<file path="src/rtl/ram64_bist_pkg.sv">
// Shared types and March C- element tables for the RAM64 BIST.
package ram64_bist_pkg;

  localparam int unsigned ADDR_W = 6;
  localparam int unsigned DATA_W = 16;

  typedef enum logic [1:0] {ST_IDLE, ST_RUN, ST_PASS, ST_FAIL} state_t;

  typedef enum logic [2:0] {M0, M1, M2, M3, M4, M5} elem_t;

  // Element walks the address space downward.
  function automatic logic elem_down(input elem_t e);
    return (e == M3) || (e == M4);
  endfunction

  // Element starts with a read.
  function automatic logic has_read(input elem_t e);
    return e != M0;
  endfunction

  // Element ends with a write.
  function automatic logic has_write(input elem_t e);
    return e != M5;
  endfunction

  // Read expects B1 (~PATTERN) instead of B0.
  function automatic logic read_inv(input elem_t e);
    return (e == M2) || (e == M4);
  endfunction

  // Write stores B1 (~PATTERN) instead of B0.
  function automatic logic write_inv(input elem_t e);
    return (e == M1) || (e == M3);
  endfunction

endpackage

</file>
<file path="src/rtl/ram64_bist_seq.sv">
// Element / phase / address sequencer for the March C- walk.
module ram64_bist_seq #(
  parameter int unsigned ADDR_W = ram64_bist_pkg::ADDR_W
) (
  input  logic                  clk,
  input  logic                  reset,
  input  logic                  advance,
  input  logic                  clear,
  output ram64_bist_pkg::elem_t element,
  output logic                  phase,
  output logic [ADDR_W-1:0]     addr,
  output logic                  last_op
);
  import ram64_bist_pkg::*;

  logic  last_phase;
  logic  at_end;
  elem_t next_elem;

  // Position decode: last op of the element at this address, and end of element.
  always_comb begin
    last_phase = (phase == (has_read(element) && has_write(element)));
    at_end     = elem_down(element) ? (addr == '0) : (addr == '1);
    next_elem  = elem_t'(3'(element) + 3'd1);
    last_op    = (element == M5) && at_end && last_phase;
  end

  // Step one op per advance; elements end on an explicit address compare.
  always_ff @(posedge clk) begin
    if (reset || clear) begin
      element <= M0;
      phase   <= 1'b0;
      addr    <= '0;
    end else if (advance) begin
      if (!last_phase) begin
        phase <= 1'b1;
      end else begin
        phase <= 1'b0;
        if (at_end) begin
          if (element != M5) begin
            element <= next_elem;
            addr    <= elem_down(next_elem) ? '1 : '0;
          end
        end else begin
          addr <= elem_down(element) ? addr - ADDR_W'(1) : addr + ADDR_W'(1);
        end
      end
    end
  end

endmodule

</file>
<file path="src/rtl/ram64_march_bist.sv">
// March C- BIST initiator for one RAM64 instance.
// Optional feature: define RAM64_BIST_ERRCNT_EN to run all ops and count mismatches.
module ram64_march_bist #(
  parameter int unsigned       ADDR_W  = ram64_bist_pkg::ADDR_W,
  parameter int unsigned       DATA_W  = ram64_bist_pkg::DATA_W,
  parameter logic [DATA_W-1:0] PATTERN = '0
) (
  input  logic              clk,
  input  logic              reset,
  input  logic              start,
  output logic              busy,
  output logic              done,
  output logic              pass,
  output logic [ADDR_W-1:0] fail_addr,
  output logic [DATA_W-1:0] fail_data,
  output logic [DATA_W-1:0] fail_expect,
  output logic [ADDR_W-1:0] mem_addr,
  output logic [DATA_W-1:0] mem_in,
  output logic              mem_write,
  input  logic [DATA_W-1:0] mem_out
`ifdef RAM64_BIST_ERRCNT_EN
  ,
  output logic [7:0]        err_count
`endif
);
  import ram64_bist_pkg::*;

  state_t            state, state_nx;
  elem_t             element;
  logic              phase;
  logic [ADDR_W-1:0] addr;
  logic              last_op;
  logic              run, start_accept, is_read, is_write, mismatch, first_err;
  logic [DATA_W-1:0] expect_word;

  ram64_bist_seq #(.ADDR_W(ADDR_W)) u_seq (
    .clk     (clk),
    .reset   (reset),
    .advance (run),
    .clear   (start_accept),
    .element (element),
    .phase   (phase),
    .addr    (addr),
    .last_op (last_op)
  );

  // Op decode, memory port drive and read compare.
  always_comb begin
    run          = (state == ST_RUN);
    start_accept = start && !run;
    is_read      = has_read(element) && !phase;
    is_write     = has_write(element) && (phase || !has_read(element));
    expect_word  = read_inv(element) ? ~PATTERN : PATTERN;
    mem_addr     = '0;
    mem_in       = '0;
    mem_write    = 1'b0;
    if (run) begin
      mem_addr = addr;
      if (is_write) begin
        mem_write = 1'b1;
        mem_in    = write_inv(element) ? ~PATTERN : PATTERN;
      end
    end
    mismatch = run && is_read && (mem_out != expect_word);
`ifdef RAM64_BIST_ERRCNT_EN
    first_err = (err_count == 8'd0);
`else
    first_err = 1'b1;
`endif
  end

  // State register.
  always_ff @(posedge clk) begin
    if (reset) state <= ST_IDLE;
    else       state <= state_nx;
  end

  // Next-state logic.
  always_comb begin
    state_nx = state;
    case (state)
      ST_IDLE, ST_PASS, ST_FAIL: if (start) state_nx = ST_RUN;
      ST_RUN: begin
`ifdef RAM64_BIST_ERRCNT_EN
        if (last_op) state_nx = (mismatch || (err_count != 8'd0)) ? ST_FAIL : ST_PASS;
`else
        if (mismatch)     state_nx = ST_FAIL;
        else if (last_op) state_nx = ST_PASS;
`endif
      end
      default: state_nx = ST_IDLE;
    endcase
  end

  // Registered status, first-failure capture and error count.
  always_ff @(posedge clk) begin
    if (reset) begin
      busy        <= 1'b0;
      done        <= 1'b0;
      pass        <= 1'b0;
      fail_addr   <= '0;
      fail_data   <= '0;
      fail_expect <= '0;
`ifdef RAM64_BIST_ERRCNT_EN
      err_count   <= '0;
`endif
    end else begin
      busy <= (state_nx == ST_RUN);
      done <= (state_nx == ST_PASS) || (state_nx == ST_FAIL);
      pass <= (state_nx == ST_PASS);
      if (start_accept) begin
        fail_addr   <= '0;
        fail_data   <= '0;
        fail_expect <= '0;
      end else if (mismatch && first_err) begin
        fail_addr   <= addr;
        fail_data   <= mem_out;
        fail_expect <= expect_word;
      end
`ifdef RAM64_BIST_ERRCNT_EN
      if (start_accept)                           err_count <= '0;
      else if (mismatch && (err_count != 8'hFF))  err_count <= err_count + 8'd1;
`endif
    end
  end

endmodule

</file>
<file path="config.mk">
export PLATFORM = sky130hd
export DESIGN_NAME = ram64_march_bist
export DESIGN_NICKNAME = d
export VERILOG_FILES = /design/src/rtl/ram64_bist_pkg.sv /design/src/rtl/ram64_bist_seq.sv /design/src/rtl/ram64_march_bist.sv
export SDC_FILE = /design/constraint.sdc
export NUM_CORES = 1
export LEC_CHECK = 0
export ABC_CLOCK_PERIOD_IN_PS = 3700
export CAP_MARGIN = 5
export CORE_ASPECT_RATIO = 1.5
export CORE_UTILIZATION = 49
export CTS_CLUSTER_DIAMETER = 50
export CTS_CLUSTER_SIZE = 24
export DETAILED_ROUTE_END_ITERATION = 16
export PLACE_DENSITY_LB_ADDON = 0.1
export SLEW_MARGIN = 10
export SYNTH_ARGS = -nofsm -noshare
export SYNTH_HDL_FRONTEND = slang
export SYNTH_SLANG_ARGS = --single-unit
</file>
<file path="constraint.sdc">
create_clock -name clk -period 3.7 [get_ports clk]
set_input_delay 0.37 -clock clk [delete_from_list [all_inputs] [get_ports clk]]
set_output_delay 0.37 -clock clk [all_outputs]
set_load 0.01 [all_outputs]
</file>
==> results.json, run 1 <==
{
  "viasPerCell": 5.399,
  "timing.final.hold_violations": 0,
  "cts_buffers": 5,
  "rsz0062_at_grt": "false",
  "nFillCells": 408,
  "status": "finished clean",
  "cts_sinks": 38,
  "antenna_cells": 0,
  "endpoint_kind": "output port",
  "gp_congestion": 0.8376,
  "slew_headroom": 0.3893,
  "first_iter_violations": 81,
  "drt_wl_total_mm": 5.518,
  "peakVddDrop_uv": 193.1,
  "synth_edf_count": 0,
  "worst_slack_ns": 0.5998,
  "p_sw_w": 0.0001952,
  "h-tree-depth": 2,
  "endpoint": "mem_in[2]",
  "numPortBuffers": 82,
  "r2r_cells": 8,
  "tightest_slew_ns": 0.9160,
  "cts_resized": 0,
  "fp.dieArea_sq_um": 5032,
  "worstReg2RegStart": "u_seq.element[1]$_SDFFE_PP0P_",
  "cts_root_buf": "clkbuf_8",
  "switching_share": 0.2445,
  "start_util": 0.5121,
  "cts_tree": "built",
  "startpoint": "u_seq.element[0]$_SDFFE_PP0P_",
  "cp_max_fo": 16,
  "setup-tns-final_ns": 0,
  "area_delta_synth_final_pct": 30.88,
  "syn-num-nets": 300,
  "async_flop_share": 0,
  "first_global_vias": 1972,
  "finalSetupViolCount": 0,
  "gr-total-overflow": 0,
  "clk_path_buf_depth": 2,
  "drc": 0,
  "cp.required_ns": 3.33,
  "grt_pass1_wl_mm": 9.197,
  "hp-class": "flop to flop",
  "track_usage": 0.2363,
  "intPower_w": 0.0006032,
  "ctsHoldBuffers": 0,
  "p_seq_frac": 0.531,
  "pre_cts_ws_ns": 0.8743,
  "yosysSeqAreaShare": 0.3271,
  "drive_above_1_share": 0.07210,
  "power.static_leakage_nw": 1.047,
  "cp-start-kind": "flop",
  "clk_latency_ns": 0.29,
  "syn_inst": 269,
  "die_h_um": 86.38,
  "p_clk_frac": 0.375,
  "antenna_found_initial": 0,
  "yosysWarnings": 0,
  "drt_pass1_iterations": 4,
  "period_needed_ns": 3.100,
  "path_clk_slew_ns": 0.07,
  "critical_path_class": "flop to output port",
  "arrival_ns": 2.73,
  "dp_hpwl_mm": 4.133,
  "cap_violations": 0,
  "power_density_nw_per_um2": 262.3,
  "core_area_sq_um": 4542,
  "r2r_setup_slack_ns": 0.97,
  "final-seq-area_sq_um": 760.7,
  "hold_path_startpoint": "fail_data[15]$_SDFFE_PP0P_",
  "avgSynthCellArea_sq_um": 8.647,
  "routedWlPerCell_um": 14.41,
  "ys_types": 48,
  "nNetsFinal": 349,
  "vias": 2068,
  "fmax_ghz": 0.3226,
  "combPwrFrac": 0.094,
  "rr_endpoint": "fail_expect[14]$_SDFFE_PP0P_",
  "multi_input_comb_area_sq_um": 1231,
  "whs_ns": 0.4745,
  "syn-cell-area_sq_um": 2326,
  "min_period_over_period": 0.8379,
  "synthFlopType": "dfxtp_1",
  "ioPinCount": 83,
  "cts_setup_buffers": 0,
  "num_rows": 30,
  "slew_viol_final": 0,
  "finalClockSkew_ns": 0.001513,
  "die_w_um": 58.26,
  "antenna_left": 0,
  "grt_max_degree": 28,
  "ys_ff_latch": 38
}
worst min-delay path by stage:
stage / slack [ns] / cells past startpoint / to
4_1_cts: 0.48 / 2 / fail_data[15]$_SDFFE_PP0P_
5_1_grt: 0.51 / 2 / fail_data[6]$_SDFFE_PP0P_
3_5_place_dp: 0.47 / 2 / fail_data[15]$_SDFFE_PP0P_
3_3_place_gp: 0.46 / 2 / fail_data[15]$_SDFFE_PP0P_
2_1_floorplan: 0.44 / 1 / done$_SDFF_PP0_
6_report: 0.47 / 2 / fail_data[15]$_SDFFE_PP0P_
routing by layer:
metal,track usage,vias to the layer above,share of wire
met5,0,-,0
met4,0.1017,0,0.024
met3,0.05224,12,0.038
met2,0.4357,56,0.53
met1,0.2512,960,0.40
li1,-,1040,-
power by group through the flow:
stage,clock network (W),registers [W],logic [W]
6_report,0.000299,0.000424,0.0000754
3_3_place_gp,0,0.000433,0.0000742
4_1_cts,0.000304,0.000424,0.0000755
2_1_floorplan,0,0.000431,0.0000367
5_1_grt,0.000323,0.000425,0.0000819
3_5_place_dp,0,0.000433,0.0000749
layout by cell type (no fill, tap or decap), types with 6 or more instances in the layout:
| master | n |
|---|---|
| nor3_1 | 6 |
| and2_1 | 8 |
| ha_1 | 11 |
| a21oi_1 | 31 |
| dfxtp_1 | 38 |
| clkdlybuf4s50_1 | 82 |
| nand4_1 | 6 |
| nand2_1 | 6 |
| clkbuf_8 | 6 |
| nor2_1 | 14 |
| nand3_1 | 23 |
| o221a_1 | 6 |
| o21ai_1 | 20 |
synth_stat cells, drive strengths merged (2+ instances only):
| master | number | share of area |
|---|---|---|
| buf | 40 | 0.13 |
| dfxtp | 38 | 0.33 |
| a21oi | 31 | 0.067 |
| o21ai | 24 | 0.052 |
| nand3 | 23 | 0.049 |
| nor2 | 14 | 0.023 |
| ha | 11 | 0.059 |
| and2 | 8 | 0.022 |
| nand2 | 7 | 0.012 |
| nor3 | 7 | 0.017 |
| nand4 | 6 | 0.016 |
| o221a | 6 | 0.029 |
| clkbuf | 5 | 0.0081 |
| inv | 5 | 0.0081 |
| xnor2 | 5 | 0.019 |
| nor4 | 4 | 0.017 |
| a211oi | 3 | 0.0097 |
| a21o | 3 | 0.0097 |
| mux2i | 3 | 0.024 |
| or2 | 3 | 0.0081 |
| or4 | 3 | 0.011 |
| nor2b | 2 | 0.0054 |
| o21a | 2 | 0.0065 |
| o22ai | 2 | 0.0054 |
flip-flops by register name, summed over array words and instances (netlist names):
name and flops:
fail_expect 1, u_seq.element 3, pass 1, fail_addr 6, busy 1, u_seq.addr 6, u_seq.phase 1, state 2
fail_data 16, done 1
cells by family (layout without fill, tap and decap cells):
kind of cell / after synthesis / count (layout) / synth area share
XOR/XNOR: 6 / 6 / 0.02259
multiplexers: 4 / 4 / 0.02851
AO/OA/AOI/OAI: 77 / 77 / 0.2136
buffers and inverters: 50 / 100 / 0.1436
adder cells (fa/ha/maj): 12 / 12 / 0.06778
AND/OR/NAND/NOR: 82 / 82 / 0.1969
flip-flops: 38 / 38 / 0.3271
critical path: stages (launching register included):
cell and delay (ns):
dfxtp_1 0.34, inv_1 0.14, ha_1 0.32, and2b_1 0.31, nor2_1 0.06, nor3_1 0.20
o21a_1 0.43, clkdlybuf4s50_1 0.63
layout make-up:
type | instances | share of cell area
Clock buffer | 6 | 0.02713
Clock inverter | 2 | 0.004110
Inverter | 5 | 0.006165
Multi-Input combinational cell | 181 | 0.4044
Sequential cell | 38 | 0.2499
Tap cell | 64 | 0.02630
Timing Repair Buffer | 87 | 0.2820
metrics by stage:
step,std cells,util,area (sq um),power [W]
5_1_grt,383,0.6702,3044,0.0008299
6_report,383,0.6702,3044,0.0007984
3_5_place_dp,375,0.6493,2949,0.0005083
3_3_place_gp,375,0.6493,2949,0.0005076
4_1_cts,383,0.6702,3044,0.0008034
2_1_floorplan,269,-,2326,0.0004672
Note: power is estimated with default switching activity, not from simulation.
==> run 2: changes to the inputs <==
--- a/config.mk
+++ b/config.mk
@@ -5,10 +5,10 @@
 export SDC_FILE = /design/constraint.sdc
 export NUM_CORES = 1
 export LEC_CHECK = 0
-export ABC_CLOCK_PERIOD_IN_PS = 3700
+export ABC_CLOCK_PERIOD_IN_PS = 2710
 export CAP_MARGIN = 5
 export CORE_ASPECT_RATIO = 1.5
-export CORE_UTILIZATION = 49
+export CORE_UTILIZATION = 41
 export CTS_CLUSTER_DIAMETER = 50
 export CTS_CLUSTER_SIZE = 24
 export DETAILED_ROUTE_END_ITERATION = 16
==> constraint.sdc (replaced) <==
create_clock -name clk -period 2.71 [get_ports clk]
set_input_delay 0.271 -clock clk [delete_from_list [all_inputs] [get_ports clk]]
set_output_delay 0.271 -clock clk [all_outputs]
set_load 0.01 [all_outputs]
==> results.json, run 2 (synthesis gave the netlist of run 1 again) <==
{
  "status": "finished clean",
  "path_clk_slew_ns": 0.07,
  "clk_path_buf_depth": 2,
  "core_area_sq_um": 5450,
  "start_util": 0.4268,
  "num_rows": 33,
  "p_sw_w": 0.0002550,
  "first_iter_violations": 91,
  "p_clk_frac": 0.415,
  "peakVddDrop_uv": 204.8,
  "drt_pass1_iterations": 4,
  "cp.required_ns": 2.44,
  "track_usage": 0.1940,
  "clk_latency_ns": 0.28,
  "timing.final.hold_violations": 0,
  "power_density_nw_per_um2": 374.6,
  "antenna_found_initial": 0,
  "grt_use_met3": 0.03641,
  "p_seq_frac": 0.494,
  "cts_sinks": 38,
  "timing.critical_path.cells": "inv_1, ha_1, and2_1, nor3_2, o21a_2, clkdlybuf4s50_1",
  "h-tree-depth": 2,
  "use_met2": 0.3608,
  "intPower_w": 0.0009171,
  "cp_max_fo": 8,
  "cp-start-kind": "flop",
  "use_met1": 0.2150,
  "worst_path_max_delay_cell": "clkdlybuf4s50_1",
  "cts_tree": "built",
  "cts_buffers": 5,
  "place_area_sq_um": 2994,
  "cts_root_buf": "clkbuf_8",
  "die_h_um": 94.25,
  "slew_viol_final": 0,
  "gp_congestion": 0.7884,
  "nNetsFinal": 355,
  "postLayoutCoreUtil": 0.5742,
  "cap_violations": 0,
  "drc": 0,
  "drive_above_1_share": 0.09877,
  "finalSetupViolCount": 0,
  "dp_cells": 386,
  "gr-total-overflow": 0,
  "setup-tns-final_ns": 0,
  "final_cell_area_sq_um": 3129,
  "grt_pass1_wl_mm": 9.163,
  "die_w_um": 63.50,
  "hp-class": "flop to flop",
  "whs_ns": 0.4806,
  "critical_path_class": "flop to output port",
  "slew_headroom": 0.6464,
  "area_delta_synth_final_pct": 34.53,
  "layout_common_cells": "82 x clkdlybuf4s50_1, 38 x dfxtp_1, 31 x a21oi_1",
  "fmax_ghz": 0.3968,
  "layout.cells.non_filler": 394,
  "switching_share": 0.2175,
  "top_register": "fail_data",
  "viasPerCell": 5.236,
  "grt_max_degree": 25,
  "top_regs": "fail_data (16), fail_addr (6), u_seq.addr (6)",
  "first_global_vias": 1904,
  "antenna_left": 0,
  "endpoint_kind": "output port",
  "ctsHoldBuffers": 0,
  "antenna_cells": 0,
  "vias": 2063,
  "drt_wl_total_mm": 5.507,
  "power.static_leakage_nw": 1.088,
  "busiest_layer": "met2",
  "largest_reg_flops": 16,
  "dp_hpwl_mm": 4.179,
  "critPathMaxStageDelay_ns": 0.56,
  "layout_commonest_cell": "clkdlybuf4s50_1",
  "ioPinCount": 83,
  "fp.dieArea_sq_um": 5985,
  "min_period_over_period": 0.9300,
  "tightest_slew_ns": 0.5304,
  "combPwrFrac": 0.092,
  "period_needed_ns": 2.520,
  "numPortBuffers": 82,
  "nFillCells": 529,
  "finalClockSkew_ns": 0.004932,
  "arrival_ns": 2.25,
  "routedWlPerCell_um": 13.98
}
==> run 2: area by class of cell <==
class | instances | area (sq um) | share of cell area
multi-input cells | 182 | 1254 | 0.4006
repair buffers | 92 | 895.9 | 0.2863
flip-flops and latches | 38 | 760.7 | 0.2431
well taps | 70 | 87.58 | 0.02799
clock buffers | 6 | 82.58 | 0.02639
clock inverters | 1 | 30.03 | 0.009596
inverters | 5 | 18.77 | 0.005998
==> run 2: timing repair <==
item                                    4_1_cts  5_1_grt
endpoints found under the setup margin       16       17
setup buffers                                 0        0
gates cloned                                  1        0
gates resized for setup                       3        3
==> run 2: power by group through the flow <==
| stage | clock (W) | combinational [W] | sequential, W |
|---|---|---|---|
| global route | 0.000530 | 0.000116 | 0.000581 |
| CTS | 0.000500 | 0.000107 | 0.000579 |
| finish | 0.000486 | 0.000107 | 0.000579 |
| floorplan | 0 | 0.0000501 | 0.000588 |
| global placement | 0 | 0.000106 | 0.000592 |
| detailed placement | 0 | 0.000106 | 0.000592 |
==> run 2: final timing paths <==
kind	depth (start not counted)	slack, ns	endpoint	start
worst max-delay path	6	0.19	mem_in[5]	u_seq.element[1]$_SDFFE_PP0P_
worst min-delay path	2	0.48	fail_data[4]$_SDFFE_PP0P_	fail_data[4]$_SDFFE_PP0P_
worst max register to register	10	0.19	u_seq.addr[4]$_SDFFE_PP0P_	u_seq.element[0]$_SDFFE_PP0P_
worst min register to register	2	0.48	fail_data[4]$_SDFFE_PP0P_	fail_data[4]$_SDFFE_PP0P_
==> run 2: worst max-delay path: cells and delay by family, from the launching register on <==
kind / cells / cell delay (ns)
AOI/OAI and AO/OA: 1 / 0.25
buffers and inverters: 2 / 0.65
DFF: 1 / 0.42
and+or+nand+nor: 2 / 0.42
adders and majority gates: 1 / 0.24
==> run 2: stage by stage <==
stage / setup slack, ns / power (W)
finish: 0.1896 / 0.001172
global route: -0.006757 / 0.001227
CTS: 0.03001 / 0.001185
detailed placement: 0.1177 / 0.0006976
global placement: 0.1489 / 0.0006983
floorplan: 0.3381 / 0.0006379
==> run 2: per-layer routing <==
layer | up-vias | part of all wire
met2 | 48 | 0.54
met5 | - | 0
li1 | 1047 | -
met1 | 962 | 0.41
met4 | 0 | 0.012
met3 | 6 | 0.035
==> patch 1: new RTL, flow settings as in run 2 <==
Make the reset (`reset`) asynchronous in 2 clocked blocks.
--- a/src/rtl/ram64_march_bist.sv
+++ b/src/rtl/ram64_march_bist.sv
@@ -70,7 +70,7 @@
   end
 
   // State register.
-  always_ff @(posedge clk) begin
+  always_ff @(posedge clk or posedge reset) begin
     if (reset) state <= ST_IDLE;
     else       state <= state_nx;
   end
@@ -93,7 +93,7 @@
   end
 
   // Registered status, first-failure capture and error count.
-  always_ff @(posedge clk) begin
+  always_ff @(posedge clk or posedge reset) begin
     if (reset) begin
       busy        <= 1'b0;
       done        <= 1'b0;
Check against the original RTL: differs if reset is asserted again (counterexample within 4 cycles, from zero or initial values and one cycle with reset high); with reset held inactive, the same outputs for 10 cycles.
==> patch 1 against run 2 <==
  * Setup slack improved by 0.019 ns
  * Sequential cell count is the same
  * Via count decreased by 7.6%
  * Utilization fell by 0.11 points
  * Cell area up 2.1%
  * Routed wire length decreased by 5.8%
  * Synthesized area is 4.1% higher
  * Cell count decreased by 2.0%
  * Highest routed layer unchanged
Power is not compared: it rests on default switching activity, and its combinational part moved more than twofold at a synthesized area within 25%.
==> patch 1: results (changes against run 2) <==
final_layout:
  nNetsFinal: 346  # -2.5%
  multi_input_area_mm2: 0.00114  # -9.2%
  drive_gt1_frac: 0.0886  # -0.0102
  nFillCells: 536  # +1.3%
global_routing:
  first_global_vias: 1760  # -7.6%
  grt_max_degree: 29  # +16%
  antenna_found_initial: 0  # unchanged
  grt_pass1_wl_mm: 8.15  # -11%
  track_usage: 0.172  # -0.0222
run_status:
  status: "completed"
place:
  postPlaceCellArea_mm2: 0.00309  # +3.1%
  dp_slack_ns: 0.222  # +0.105 ns
  gp_congestion: 0.824  # +4.6%
yosys:
  synth_top_cells_by_count: "31 x buf_4, 29 x inv_1, 28 x dfrtp_1"
  ys_seq_area_frac: 0.372  # +0.0448
  synth_cell_types: 46  # -4.2%
  ys.flop_type: "dfrtp_1"
  syn_nets: 288  # -4.0%
worst_setup_path:
  worstPathArrival_ns: 2.23  # -0.02 ns
  crit_end: "mem_in[3]"
  regToRegSetupSlack_ns: 0.29  # +0.10 ns
route:
  via_count: 1907  # -7.6%
  drt_iter0_drc: 54  # -41%
  wl_mm: 5.19  # -5.8%
timing:
  maxSlewHeadroom: 0.598  # -0.0488
  clock_skew_ns: 0.00173  # -0.00320 ns
  fmaxAchievable_mhz: 400  # +0.76%
worst_hold_path:
  hp-class: "primary input to async pin"
clocking:
  cts_buffer_depth: 2  # unchanged
patch 1: cell types whose count changed in the layout (fill, tap and decap cells not counted), sizes merged, moves of 4 or more:
cell	run 2	this run
dfrtp	0	28
dfxtp	38	10
a21oi	31	5
inv	5	29
mux2i	3	26
o21ai	24	2
nand2	7	27
nand3	23	4
nor2	14	23
and2	8	1
nor3	7	2
buf	10	6
patch 1: stage by stage:
step           hold slack (ns)  instances
2_1_floorplan            0.345        257
3_3_place_gp             0.512        377
3_5_place_dp             0.520        377
4_1_cts                  0.448        385
5_1_grt                  0.490        386
6_report                 0.448        386
patch 1: how the worst min path moves through the flow:
stage	from	endpoint	slack (ns)
3_5_place_dp	fail_addr[4]	fail_addr[4]	0.52
3_3_place_gp	fail_data[9]	fail_data[9]	0.51
5_1_grt	reset	fail_data[6]	0.49
4_1_cts	reset	state[1]	0.45
6_report	reset	fail_data[7]	0.45
2_1_floorplan	reset	busy	0.34
patch 1: layout make-up:
class                   instances  area share
repair buffers                 88       0.271
flip-flops and latches         38       0.282
well taps                      70      0.0274
clock buffers                   7      0.0270
multi-input cells             153       0.356
clock inverters                 1     0.00157
inverters                      29      0.0341
patch 1: metal layers:
metal	wire, um	part of all wire	GRT usage	vias up
met5	0	0	0	-
met4	43	0.0083	0.0500	0
met3	219	0.042	0.0355	5
met2	2670	0.51	0.311	52
met1	2250	0.43	0.201	904
li1	-	-	-	946
patch 1: kinds of logic after synthesis:
logic type | after synthesis | share of synthesized area
and+or+nand+nor | 80 | 0.166
buffers and inverters | 67 | 0.164
DFF | 38 | 0.372
muxes | 29 | 0.128
AOI/OAI and AO/OA | 26 | 0.0868
adders and majority gates | 12 | 0.0651
xor gates and xnor gates | 5 | 0.0181
patch 1: critical path, stage by stage, from the launching register on:
cell and delay [ns]:
dfxtp_1 0.35, inv_2 0.11, ha_1 0.21, and2b_1 0.17, nor2_1 0.06, nor3_2 0.23
o21a_2 0.26, clkdlybuf4s50_1 0.57
patch 1: power by group through the flow:
stage                     Sequential, W  Combinational, W  Clock (W)
after CTS                      0.000638          0.000246   0.000422
after floorplan                0.000666         0.0000851          0
after detailed placement       0.000650          0.000246          0
final                          0.000637          0.000242   0.000400
after global routing           0.000643          0.000267   0.000443
after global placement         0.000648          0.000242          0
patch 1: repair_timing:
action / in CTS / in global routing
cloned: 0 / 1
resized for setup: 1 / 4
pin swaps: 0 / 1
endpoints found under the setup margin: 16 / 16
==> patch 2: new RTL, settings of run 2 <==
Without the edit above. Change the package constant `ADDR_W` from 6 to 8.
--- a/src/rtl/ram64_bist_pkg.sv
+++ b/src/rtl/ram64_bist_pkg.sv
@@ -1,7 +1,7 @@
 // Shared types and March C- element tables for the RAM64 BIST.
 package ram64_bist_pkg;
 
-  localparam int unsigned ADDR_W = 6;
+  localparam int unsigned ADDR_W = 8;
   localparam int unsigned DATA_W = 16;
 
   typedef enum logic [1:0] {ST_IDLE, ST_RUN, ST_PASS, ST_FAIL} state_t;
Interface: changed (resized fail_addr and mem_addr); port bits go from 83 to 87. The function was not compared with the original's and may differ.
==> patch 2 against run 2 <==
  * Power increased by 17%
  * Critical path depth unchanged
  * Setup slack got worse by 0.0046 ns
  * Synthesized area increased by 10%
  * Cell count increased by 8.9%
  * Critical endpoint is now mem_in[14]
  * Routed wire length increased by 17%
  * Synthesized cell count increased by 13%
  * Sequential cell count increased by 4
  * Cell area increased by 8.1%
==> patch 2: results (changes against run 2) <==
route:
  wl_mm: 6.45  # +17%
  via_count: 2337  # +13%
  wl_met2_mm: 3.34  # +12%
  drt_iter0_drc: 196  # +120%
power:
  max-vdd-ir-drop_v: 0.000213  # +4.0%
final_layout:
  drive_gt1_frac: 0.0952  # -0.00353
  reg_top3: "fail_data (16), fail_addr (8), u_seq.addr (8)"
worst_setup_path:
  reg2reg_to: "u_seq.addr[7]"
  regToRegSetupSlack_ns: 0.22  # +0.03 ns
  r2r_cells: 9  # -1
global_routing:
  met1_usage: 0.249  # +0.0335
  track_usage: 0.207  # +0.0126
  grt_pass1_wl_mm: 10.6  # +16%
place:
  port-buffer-count: 86  # +4.9%
  dp_hpwl_mm: 4.70  # +12%
yosys:
  synthAdderAreaFrac: 0.0665  # -0.00127
  synth_area_leaders: "dfxtp_1 33%, buf_4 8.8%, ha_1 5.9%"
  ys_seq_area_frac: 0.329  # +0.00155
  yosys.area_share.xor_xnor: 0.0205  # -0.00205
clocking:
  path_clk_slew_ns: 0.09  # +0.02 ns
  cts_resized: 1  # -2
timing:
  timing_worst_slew_pin_value_ns: 0.511  # -0.0198 ns
  post-route-period-util: 0.932  # +0.00170
worst_hold_path:
  min_from: "fail_addr[6]"
run_status:
  status: "completed"
patch 2: cell types whose count changed in the layout (fill, tap and decap cells not counted), sizes merged, moves of 4 or more:
cell and change:
nand2 +6, o21ai +6, and3 +4, buf -4
clkdlybuf4s50 +4, dfxtp +4, nand3 +4, nor3 -4
nor4 +4
patch 2: power by group through the flow:
stage	clock network (W)	registers (W)	logic [W]
floorplan	0	0.000653	0.0000679
finish	0.000593	0.000643	0.000131
CTS	0.000612	0.000643	0.000132
global placement	0	0.000658	0.000130
global route	0.000634	0.000646	0.000143
detailed placement	0	0.000658	0.000130
patch 2: how the worst max path moves through the flow:
stage / depth (start not counted) / to
final: 6 / mem_in[14]
after global routing: 6 / mem_in[10]
after CTS: 6 / mem_in[14]
after detailed placement: 9 / u_seq.addr[7]
after global placement: 9 / u_seq.addr[7]
after floorplan: 9 / u_seq.addr[4]
patch 2: worst reg2reg max path: stages, from the launching register on:
cell and delay [ns]:
dfxtp_2 0.39, inv_1 0.11, ha_1 0.27, mux2_4 0.35, ha_1 0.30, a21oi_1 0.17
o2111ai_1 0.19, o31ai_1 0.29, xnor2_1 0.11, o221a_1 0.22
patch 2: final cells by class:
| cell class | count | area [um2] |
|---|---|---|
| Fill cell | 594 | 2530 |
| Multi-Input combinational cell | 208 | 1380 |
| Timing Repair Buffer | 92 | 906 |
| Sequential cell | 42 | 843 |
| Tap cell | 72 | 90.1 |
| Clock buffer | 5 | 68.8 |
| Clock inverter | 3 | 68.8 |
| Inverter | 7 | 26.3 |
patch 2: stage by stage:
stage	power (W)	hold slack (ns)	cells	cell area (um2)
after floorplan	0.000721	0.419	305	2560
after global placement	0.000789	0.462	421	3240
after detailed placement	0.000789	0.469	421	3240
after CTS	0.00139	0.483	429	3380
after global routing	0.00142	0.501	429	3380
final	0.00137	0.481	429	3380
